**config.mk**
```make
export PLATFORM = sky130hd
export DESIGN_NAME = axi_sub_rd_ctrl
export DESIGN_NICKNAME = d
export VERILOG_FILES = /design/src/rtl/axi_sub_rd_ctrl.sv
export SDC_FILE = /design/constraint.sdc
export NUM_CORES = 1
export LEC_CHECK = 0
export ABC_AREA = 1
export CAP_MARGIN = 20
export CORE_ASPECT_RATIO = 1.2
export CORE_UTILIZATION = 39
export CTS_CLUSTER_SIZE = 30
export DETAILED_ROUTE_END_ITERATION = 10
export PLACE_DENSITY_LB_ADDON = 0.08
export SETUP_SLACK_MARGIN = 0.15
export SLEW_MARGIN = 10
export SYNTH_ARGS = -nofsm -noshare
export SYNTH_HDL_FRONTEND = slang
export SYNTH_SLANG_ARGS = --single-unit
```
**constraint.sdc**
```tcl
create_clock -name clk -period 10.42 [get_ports clk]
set_clock_uncertainty 0.1 [all_clocks]
set_input_delay 1.563 -clock clk [delete_from_list [all_inputs] [get_ports clk]]
set_output_delay 1.563 -clock clk [all_outputs]
set_load 0.01 [all_outputs]
```
**src/rtl/axi_sub_rd_ctrl.sv**
```systemverilog
// AXI read-channel front end: expands one AR burst into per-beat arbiter requests
// and returns the beat data through a credit-protected response FIFO on the R channel.
module axi_sub_rd_ctrl #(
  parameter int unsigned AW    = 32,
  parameter int unsigned DW    = 32,
  parameter int unsigned UW    = 32,
  parameter int unsigned IW    = 1,
  parameter int unsigned C_LAT = 0,
  parameter int unsigned DEPTH = C_LAT + 2
) (
  input  logic          clk,
  input  logic          rst,
  input  logic [AW-1:0] s_araddr,
  input  logic [1:0]    s_arburst,
  input  logic [2:0]    s_arsize,
  input  logic [7:0]    s_arlen,
  input  logic [UW-1:0] s_aruser,
  input  logic [IW-1:0] s_arid,
  input  logic          s_arvalid,
  output logic          s_arready,
  output logic [DW-1:0] s_rdata,
  output logic [1:0]    s_rresp,
  output logic [IW-1:0] s_rid,
  output logic [UW-1:0] s_ruser,
  output logic          s_rlast,
  output logic          s_rvalid,
  input  logic          s_rready,
  output logic          r_dv,
  output logic [AW-1:0] r_addr,
  output logic [UW-1:0] r_user,
  output logic [IW-1:0] r_id,
  output logic          r_last,
  input  logic          r_hld,
  input  logic          r_err,
  input  logic [DW-1:0] r_rdata
);

  localparam int unsigned BC = DW / 8;
  localparam int unsigned BW = $clog2(BC);
  localparam int unsigned PW = (DEPTH > 1) ? $clog2(DEPTH) : 1;
  localparam int unsigned CW = $clog2(2 * DEPTH + 1);

  localparam logic [1:0] BURST_INCR  = 2'b01;
  localparam logic [1:0] BURST_WRAP  = 2'b10;
  localparam logic [1:0] BURST_RSVD  = 2'b11;
  localparam logic [1:0] RESP_OKAY   = 2'b00;
  localparam logic [1:0] RESP_SLVERR = 2'b10;

  typedef enum logic {ST_IDLE = 1'b0, ST_BURST = 1'b1} state_e;

  state_e        state_q, state_d;
  logic [AW-1:0] addr_q, addr_d;
  logic [1:0]    burst_q, burst_d;
  logic [2:0]    size_q, size_d;
  logic [7:0]    len_q, len_d;
  logic [7:0]    cnt_q, cnt_d;
  logic [IW-1:0] id_q, id_d;
  logic [UW-1:0] user_q, user_d;
  logic          ferr_q, ferr_d;

  logic [CW-1:0] count_q;
  logic [CW-1:0] inflight_c;
  logic          grant_c;

  logic [AW-1:0] bsize_c, incr_c, bound_c, lower_c, next_addr_c;
  logic          wrap_ok_c;

  assign s_arready = (state_q == ST_IDLE);
  assign r_dv      = (state_q == ST_BURST) && ((count_q + inflight_c) < CW'(DEPTH));
  assign grant_c   = r_dv && !r_hld;
  assign r_addr    = addr_q;
  assign r_id      = id_q;
  assign r_user    = user_q;
  assign r_last    = (state_q == ST_BURST) && (cnt_q == 8'd0);

  // Next beat address; a WRAP with an illegal length falls back to INCR
  always_comb begin
    bsize_c     = AW'(1) << size_q;
    incr_c      = addr_q + bsize_c;
    bound_c     = (AW'(len_q) + AW'(1)) << size_q;
    lower_c     = addr_q & ~(bound_c - AW'(1));
    wrap_ok_c   = (len_q == 8'd1) || (len_q == 8'd3) || (len_q == 8'd7) || (len_q == 8'd15);
    next_addr_c = addr_q;
    case (burst_q)
      BURST_INCR: next_addr_c = incr_c;
      BURST_WRAP: next_addr_c = (wrap_ok_c && (incr_c == lower_c + bound_c)) ? lower_c : incr_c;
      default:    next_addr_c = addr_q;
    endcase
  end

  always_comb begin
    state_d = state_q;
    addr_d  = addr_q;
    burst_d = burst_q;
    size_d  = size_q;
    len_d   = len_q;
    cnt_d   = cnt_q;
    id_d    = id_q;
    user_d  = user_q;
    ferr_d  = ferr_q;
    case (state_q)
      ST_IDLE: begin
        if (s_arvalid) begin
          addr_d  = s_araddr;
          burst_d = s_arburst;
          size_d  = s_arsize;
          len_d   = s_arlen;
          cnt_d   = s_arlen;
          id_d    = s_arid;
          user_d  = s_aruser;
          ferr_d  = (s_arburst == BURST_RSVD) || (s_arsize > 3'(BW));
          state_d = ST_BURST;
        end
      end
      ST_BURST: begin
        if (grant_c) begin
          addr_d = next_addr_c;
          cnt_d  = cnt_q - 8'd1;
          if (cnt_q == 8'd0) state_d = ST_IDLE;
        end
      end
      default: state_d = ST_IDLE;
    endcase
  end

  always_ff @(posedge clk) begin
    if (rst) begin
      state_q <= ST_IDLE;
      addr_q  <= '0;
      burst_q <= '0;
      size_q  <= '0;
      len_q   <= '0;
      cnt_q   <= '0;
      id_q    <= '0;
      user_q  <= '0;
      ferr_q  <= 1'b0;
    end else begin
      state_q <= state_d;
      addr_q  <= addr_d;
      burst_q <= burst_d;
      size_q  <= size_d;
      len_q   <= len_d;
      cnt_q   <= cnt_d;
      id_q    <= id_d;
      user_q  <= user_d;
      ferr_q  <= ferr_d;
    end
  end

  // Beat tracking pipe that lines up with the component's read latency
  logic          exit_v_c, exit_last_c, exit_ferr_c;
  logic [IW-1:0] exit_id_c;
  logic [UW-1:0] exit_user_c;

  generate
    if (C_LAT == 0) begin : g_nopipe
      assign exit_v_c    = grant_c;
      assign exit_last_c = r_last;
      assign exit_ferr_c = ferr_q;
      assign exit_id_c   = id_q;
      assign exit_user_c = user_q;
      assign inflight_c  = '0;
    end else begin : g_pipe
      logic [C_LAT-1:0] pv_q, pl_q, pe_q;
      logic [IW-1:0]    pid_q [C_LAT];
      logic [UW-1:0]    pu_q  [C_LAT];

      always_ff @(posedge clk) begin
        if (rst) begin
          pv_q <= '0;
          pl_q <= '0;
          pe_q <= '0;
          for (int unsigned i = 0; i < C_LAT; i++) begin
            pid_q[i] <= '0;
            pu_q[i]  <= '0;
          end
        end else begin
          pv_q[0]  <= grant_c;
          pl_q[0]  <= r_last;
          pe_q[0]  <= ferr_q;
          pid_q[0] <= id_q;
          pu_q[0]  <= user_q;
          for (int unsigned i = 1; i < C_LAT; i++) begin
            pv_q[i]  <= pv_q[i-1];
            pl_q[i]  <= pl_q[i-1];
            pe_q[i]  <= pe_q[i-1];
            pid_q[i] <= pid_q[i-1];
            pu_q[i]  <= pu_q[i-1];
          end
        end
      end

      always_comb begin
        inflight_c = '0;
        for (int unsigned i = 0; i < C_LAT; i++) inflight_c = inflight_c + CW'(pv_q[i]);
      end

      assign exit_v_c    = pv_q[C_LAT-1];
      assign exit_last_c = pl_q[C_LAT-1];
      assign exit_ferr_c = pe_q[C_LAT-1];
      assign exit_id_c   = pid_q[C_LAT-1];
      assign exit_user_c = pu_q[C_LAT-1];
    end
  endgenerate

  // Response FIFO; credit on r_dv guarantees a free slot for every beat in flight
  logic [DW-1:0] fd_q [DEPTH];
  logic [1:0]    fr_q [DEPTH];
  logic          fl_q [DEPTH];
  logic [IW-1:0] fi_q [DEPTH];
  logic [UW-1:0] fu_q [DEPTH];
  logic [PW-1:0] wr_q, rd_q;
  logic          push_c, pop_c;

  assign push_c = exit_v_c;
  assign pop_c  = s_rvalid && s_rready;

  always_ff @(posedge clk) begin
    if (push_c) begin
      fd_q[wr_q] <= r_rdata;
      fr_q[wr_q] <= (r_err || exit_ferr_c) ? RESP_SLVERR : RESP_OKAY;
      fl_q[wr_q] <= exit_last_c;
      fi_q[wr_q] <= exit_id_c;
      fu_q[wr_q] <= exit_user_c;
    end
  end

  always_ff @(posedge clk) begin
    if (rst) begin
      wr_q    <= '0;
      rd_q    <= '0;
      count_q <= '0;
    end else begin
      if (push_c) wr_q <= (wr_q == PW'(DEPTH - 1)) ? '0 : wr_q + PW'(1);
      if (pop_c)  rd_q <= (rd_q == PW'(DEPTH - 1)) ? '0 : rd_q + PW'(1);
      case ({push_c, pop_c})
        2'b10:   count_q <= count_q + CW'(1);
        2'b01:   count_q <= count_q - CW'(1);
        default: count_q <= count_q;
      endcase
    end
  end

  always @(posedge clk) begin
    if (!rst) assert (!(push_c && (count_q == CW'(DEPTH))));
  end

  assign s_rvalid = (count_q != '0);
  assign s_rdata  = s_rvalid ? fd_q[rd_q] : '0;
  assign s_rresp  = s_rvalid ? fr_q[rd_q] : '0;
  assign s_rlast  = s_rvalid ? fl_q[rd_q] : 1'b0;
  assign s_rid    = s_rvalid ? fi_q[rd_q] : '0;
  assign s_ruser  = s_rvalid ? fu_q[rd_q] : '0;

endmodule

```
==> reports/qor.yml, run 1 <==
cells_and_area:
  nNetsFinal: 2134
  area_growth_pct: 26.9
  final_common_cell: "nand2_1"
  final_cells: 2467
  fillers: 3381
  drive_above_1_share_pct: 9.15
  fin_util_pct: 50.8
  mostFrequentLayoutCells: "426 x nand2_1, 251 x clkdlybuf4s50_1, 202 x inv_1, 165 x nor2_1, 140 x nand3_1"
  final_area_sq_um: 17400
critical_path:
  crit_path_start_kind: "flop"
  cpPeakStageDelay_ns: 0.79
  cp_data_required_time_ns: 10.79
  crit_path_frequent_cell: "nand2_1"
  path_buf_inv: 7
  crit_path_top_delay_cell: "dfxtp_1"
  cpLargestDelayFamily: "simple AND/OR/NAND/NOR gates"
  crit_path_end_kind: "flop"
  critPathKind: "flop to flop"
  worstPathArrival_ns: 7.27
  critPathMaxFanout: 33
cts:
  cts.sinks: 228
  ctsResizeCount: 0
  post_cts_buffers: 0
  htree_levels: 1
  clockBufferDepth: 3
  cts_hold_buf: 0
  clk_latency_ns: 0.55
  path_clk_slew_ns: 0.07
  cts_buffers: 26
  cts_tree: "built"
  cts-root-buf: "clkbuf_16"
die:
  die_w_microns: 173
  rows: 74
  start_util_pct: 40.0
  core_sq_um: 34400
  boundaryPins: 253
  die_area_sq_um: 36000
  die_h_microns: 208
timing:
  hold_ws_ns: 0.356
  final_hold_viol_count: 0
  worst_pin_slew_ns: 0.980
  period_share_pct: 66.3
  fin_crit_ns: 6.90
  fin_ws_ns: 3.52
  max-slew-margin-rel_pct: 34.7
  drv_slew: 0
  tns_ns: 0
  max_freq_mhz: 145
  rsz0062_at_grt: "no"
  finalSetupViolCount: 0
drt:
  routed_wirelength_microns: 42600
  vias_per_cell: 5.09
  vias: 12600
  post-route-drc-count: 0
  wl_per_cell_microns: 17.3
  firstDrtPassIters: 6
  final_antenna_net_count: 0
  drt_iter0_drc: 719
synthesis:
  synth_seq_cells: 228
  synth_top_area_share_pct: 29.3
  synth_top_cell_by_area: "edfxtp_1"
  synthCells: 1774
  yosys.cell_types.count: 49
  synth_edf_count: 134
  ys_seq_area_share_pct: 43.0
  synth.avg_cell_area_sq_um: 7.75
  synthArstFlopShare_pct: 0
  syn-num-nets: 1917
  netlist_top_cells_area: "edfxtp_1 29%, dfxtp_1 14%, nand2_1 12%"
  synthFlopType: "edfxtp_1"
  ys_warn_count: 0
  synth_area_sq_um: 13700
pwr:
  p_leak_nw: 7.55
  internal_power_mw: 2.12
  power_frac_comb_pct: 39.1
  p_per_area_nw_per_um2: 188
  power.switching_mw: 1.16
  ir_drop_v: 0.000123
  clkPwrFrac_pct: 27.1
  seqPwrFrac_pct: 33.8
  power_mw: 3.28
  switching_share_pct: 35.3
global_routing:
  grt_pass1_vias: 12000
  grt_max_degree: 68
  gr-total-overflow: 0
  grt_usage_pct: 23.2
  grt_pass1_wl_microns: 67000
  grt_antenna_before_repair: 3
placement:
  routabilityCongestion: 0.875
  place_ws_ns: 3.64
  port_buffers: 251
  postPlaceCellArea_sq_um: 16600
  dp.cells: 2419
  hpwlAfterDp_microns: 30500
run:
  maxCapViolations: 0
outcome:
  status: "finished, final reports clean"
min_path:
  hold_path_class: "flop to flop"
==> cells in the mapped netlist, drive strengths merged (6+ instances only) <==
master / count
a21oi: 110
buf: 27
clkbuf: 46
dfxtp: 94
edfxtp: 134
ha: 25
inv: 216
mux2: 67
nand2: 441
nand3: 152
nand3b: 10
nand4: 55
nor2: 185
nor3: 16
nor4: 6
o21ai: 110
xnor2: 12
xor2: 35
==> layer usage <==
metal | vias to the layer above | track usage, % | part of all wire, %
met3 | 52 | 2.86 | 4.9
li1 | 6333 | - | -
met5 | - | 0 | 0.063
met2 | 311 | 39.8 | 48
met1 | 5867 | 30.4 | 45
met4 | 4 | 7.05 | 2.5
==> final timing paths <==
path	cells past startpoint	end	start	slack, ns
max	34	r_addr[8]	size_q[2]	3.52
min	1	flop	rd_q	0.36
max reg2reg	34	r_addr[8]	size_q[2]	3.52
min reg2reg	1	flop	rd_q	0.36
==> final cells by class <==
| class | count | area [sq um] | share of cell area [%] |
|---|---|---|---|
| Inverter | 218 | 818 | 4.69 |
| Multi-Input combinational cell | 1255 | 6720 | 38.6 |
| Timing Repair Buffer | 262 | 2590 | 14.9 |
| Sequential cell | 228 | 5910 | 33.9 |
| Clock inverter | 12 | 104 | 0.596 |
| Clock buffer | 35 | 716 | 4.10 |
| Antenna cell | 1 | 2.50 | 0.0144 |
| Tap cell | 456 | 571 | 3.27 |
==> power groups by stage <==
stage	sequential, mW	clock (mW)	combinational (mW)
floorplan	1.12	0	0.738
global placement	1.12	0	1.29
detailed placement	1.13	0	1.29
CTS	1.11	0.912	1.29
global route	1.12	0.944	1.41
finish	1.11	0.887	1.28
==> worst reg2reg max path, delay by kind of cell, from the launching register on <==
kind                     cells  cell delay [ns]
AO/OA/AOI/OAI                1             0.15
adder cells (fa/ha/maj)      2             0.57
buffers and inverters        7             1.04
flip-flops                   1             0.79
AND/OR/NAND/NOR             24             4.17
==> logic make-up after synthesis <==
family,count (synthesis),share of synthesized area [%]
and+or+nand+nor,873,28.4
buffers and inverters,291,8.31
AOI/OAI and AO/OA,239,9.04
DFF,228,43.0
muxes,67,5.49
xor gates and xnor gates,48,3.16
adders and majority gates,27,2.57
other,1,0.0273
==> sequential cells by signal (all words and copies together), names as in the netlist, 3 cells and up, named ones only <==
register / count
r_user: 32
cnt_q: 8
size_q: 3
fu_q: 64
fd_q: 64
len_q: 8
r_addr: 32
count_q: 3
(Power assumes the default switching activity.)
==> inputs of run 2 (changes only) <==
- clock period: 10.42 -> 5.6 ns (I/O delays scaled with it)
==> reports/qor.yml, run 2 (synthesized netlist as in run 1, its figures left out) <==
critical_path:
  crit_path_top_delay_cell: "dfxtp_2"  # was dfxtp_1
  cpPeakStageDelay_ns: 0.36  # was 0.79 ns
  crit_path_frequent_cell: "nand2_1"  # unchanged
  worstPathArrival_ns: 5.41  # was 7.27 ns
  crit_path_start_kind: "flop"  # unchanged
  critPathKind: "flop to flop"  # unchanged
  critPathMaxFanout: 16  # was 33
  cp_data_required_time_ns: 5.92  # was 10.79 ns
  crit_path_end_kind: "flop"  # unchanged
  cpLargestDelayFamily: "simple AND/OR/NAND/NOR gates"  # unchanged
  path_buf_inv: 7  # unchanged
global_routing:
  grt_max_degree: 68  # unchanged
  grt_antenna_before_repair: 2  # was 3
  grt_pass1_vias: 12500  # was 12.0k
  gr-total-overflow: 0  # unchanged
  grt_pass1_wl_microns: 68300  # was 67000 microns
  grt_usage_pct: 23.8  # was 23.2%
cts:
  clockBufferDepth: 3  # unchanged
  cts_hold_buf: 0  # unchanged
  path_clk_slew_ns: 0.06  # was 0.07 ns
  cts-root-buf: "clkbuf_16"  # unchanged
  htree_levels: 1  # unchanged
  cts_buffers: 25  # was 26
  clk_latency_ns: 0.54  # was 0.55 ns
  cts.sinks: 228  # unchanged
  cts_tree: "built"  # unchanged
timing:
  period_share_pct: 91.0  # was 66.3%
  worst_pin_slew_ns: 1.01  # was 0.980 ns
  max-slew-margin-rel_pct: 32.6  # was 34.7%
  max_freq_mhz: 196  # was 145 MHz
  fin_crit_ns: 5.09  # was 6.90 ns
  rsz0062_at_grt: "no"  # unchanged
  final_hold_viol_count: 0  # unchanged
  tns_ns: 0  # unchanged
  finalSetupViolCount: 0  # unchanged
  hold_ws_ns: 0.366  # was 0.356 ns
  drv_slew: 0  # unchanged
min_path:
  hold_path_class: "flop to flop"  # unchanged
die:
  die_area_sq_um: 36000  # unchanged
  boundaryPins: 253  # unchanged
  rows: 74  # unchanged
  core_sq_um: 34400  # unchanged
  die_w_microns: 173  # unchanged
  die_h_microns: 208  # unchanged
  start_util_pct: 40.0  # unchanged
cells_and_area:
  mostFrequentLayoutCells: "422 x nand2_1, 251 x clkdlybuf4s50_1, 202 x inv_1, 160 x nor2_1, 136 x nand3_1"  # was 426 x nand2_1, 251 x clkdlybuf4s50_1, 202 x inv_1, 165 x nor2_1, 140 x nand3_1
  area_growth_pct: 31.0  # was 26.9%
  final_cells: 2495  # was 2467
  fillers: 3349  # was 3381
  nNetsFinal: 2163  # was 2134
  drive_above_1_share_pct: 12.2  # was 9.15%
  regArea_sq_um: 5910  # about the same
  final_common_cell: "nand2_1"  # unchanged
  multi_input_area_sq_um: 6890  # was 6720 sq um
  reg_top3: "fd_q: 64 flops, fu_q: 64 flops"  # unchanged
drt:
  drt_iter0_drc: 737  # was 719
  vias_per_cell: 5.15  # was 5.09
  wl_met3_microns: 2430  # was 2100 microns
  post-route-drc-count: 0  # unchanged
  wirelength_met1_microns: 18500  # was 19000 microns
  final_antenna_net_count: 0  # unchanged
  wl_per_cell_microns: 17.8  # was 17.3 microns
  routed_wirelength_microns: 44400  # was 42600 microns
  met2WireLength_microns: 21800  # was 20400 microns
  firstDrtPassIters: 5  # was 6
  top_layer_used: "met5"  # unchanged
  vias: 12900  # was 12.6k
pwr:
  p_per_area_nw_per_um2: 352  # was 188 nW/um^2
  p_leak_nw: 7.79  # was 7.55 nW
  ir_drop_v: 0.000207  # was 0.000123 V
outcome:
  status: "finished, final reports clean"  # unchanged
placement:
  routabilityCongestion: 0.913  # was 0.875
  dp.cells: 2432  # was 2419
  hpwlAfterDp_microns: 31300  # was 30500 microns
  port_buffers: 251  # unchanged
run:
  maxCapViolations: 0  # unchanged
run 2: cell types whose count changed in the layout (fill, tap and decap cells not counted), moves of 4 or more:
cell,delta
a21oi_1,-6
a21oi_2,+6
buf_12,+8
buf_4,+18
clkbuf_1,-6
ha_1,-4
nand2_1,-4
nand3_1,-4
nand3_2,+4
nor2_1,-5
o21ai_0,-4
run 2: metal layers:
| metal | up-vias | track usage [%] |
|---|---|---|
| li1 | 6382 | - |
| met1 | 6022 | 29.4 |
| met2 | 355 | 41.8 |
| met3 | 98 | 2.99 |
| met4 | 2 | 9.52 |
| met5 | - | 0 |
run 2: worst register-to-register path, delay by kind of cell (launching register included):
kind / cells / cell delay, ns
AND/OR/NAND/NOR: 28 / 3.12
buffers and inverters: 7 / 0.66
adder cells (fa/ha/maj): 2 / 0.63
flip-flops: 1 / 0.36
AO/OA/AOI/OAI: 1 / 0.06
run 2: path summary, 6_finish.rpt:
check / start / to / slack [ns] / cells after the start
setup reg to reg: len_q[1] / r_addr[15] / 0.51 / 38
setup / recovery: len_q[1] / r_addr[15] / 0.51 / 38
hold / removal: rd_q / flop / 0.37 / 1
hold reg to reg: rd_q / flop / 0.37 / 1
run 2: power by group:
group | internal (mW) | switching (mW) | total, mW
Sequential | 1.93 | 0.133 | 2.07
Combinational | 1.18 | 1.40 | 2.58
Clock | 0.989 | 0.701 | 1.69
run 2: cell type report:
cell class	instances	area share [%]
Antenna cell	1	0.0139
Clock buffer	28	3.65
Clock inverter	17	1.02
Inverter	218	4.55
Multi-Input combinational cell	1256	38.3
Sequential cell	228	32.8
Tap cell	456	3.17
Timing Repair Buffer	291	16.5
run 2: metrics by stage:
stage,setup WS [ns],util (%),cell area [sq um],total power [mW]
CTS,0.181,51.3,17600,6.26
floorplan,0.922,-,13700,3.45
global route,0.0879,52.4,18000,6.70
detailed placement,0.0730,48.7,16700,4.55
finish,0.506,52.4,18000,6.34
global placement,0.131,48.7,16700,4.54
run 2: repair_timing:
item	CTS	global route
buffers inserted	2	10
gates cloned	1	3
gates resized for setup	2	41
pin swaps	0	15
setup endpoints to repair	32	32
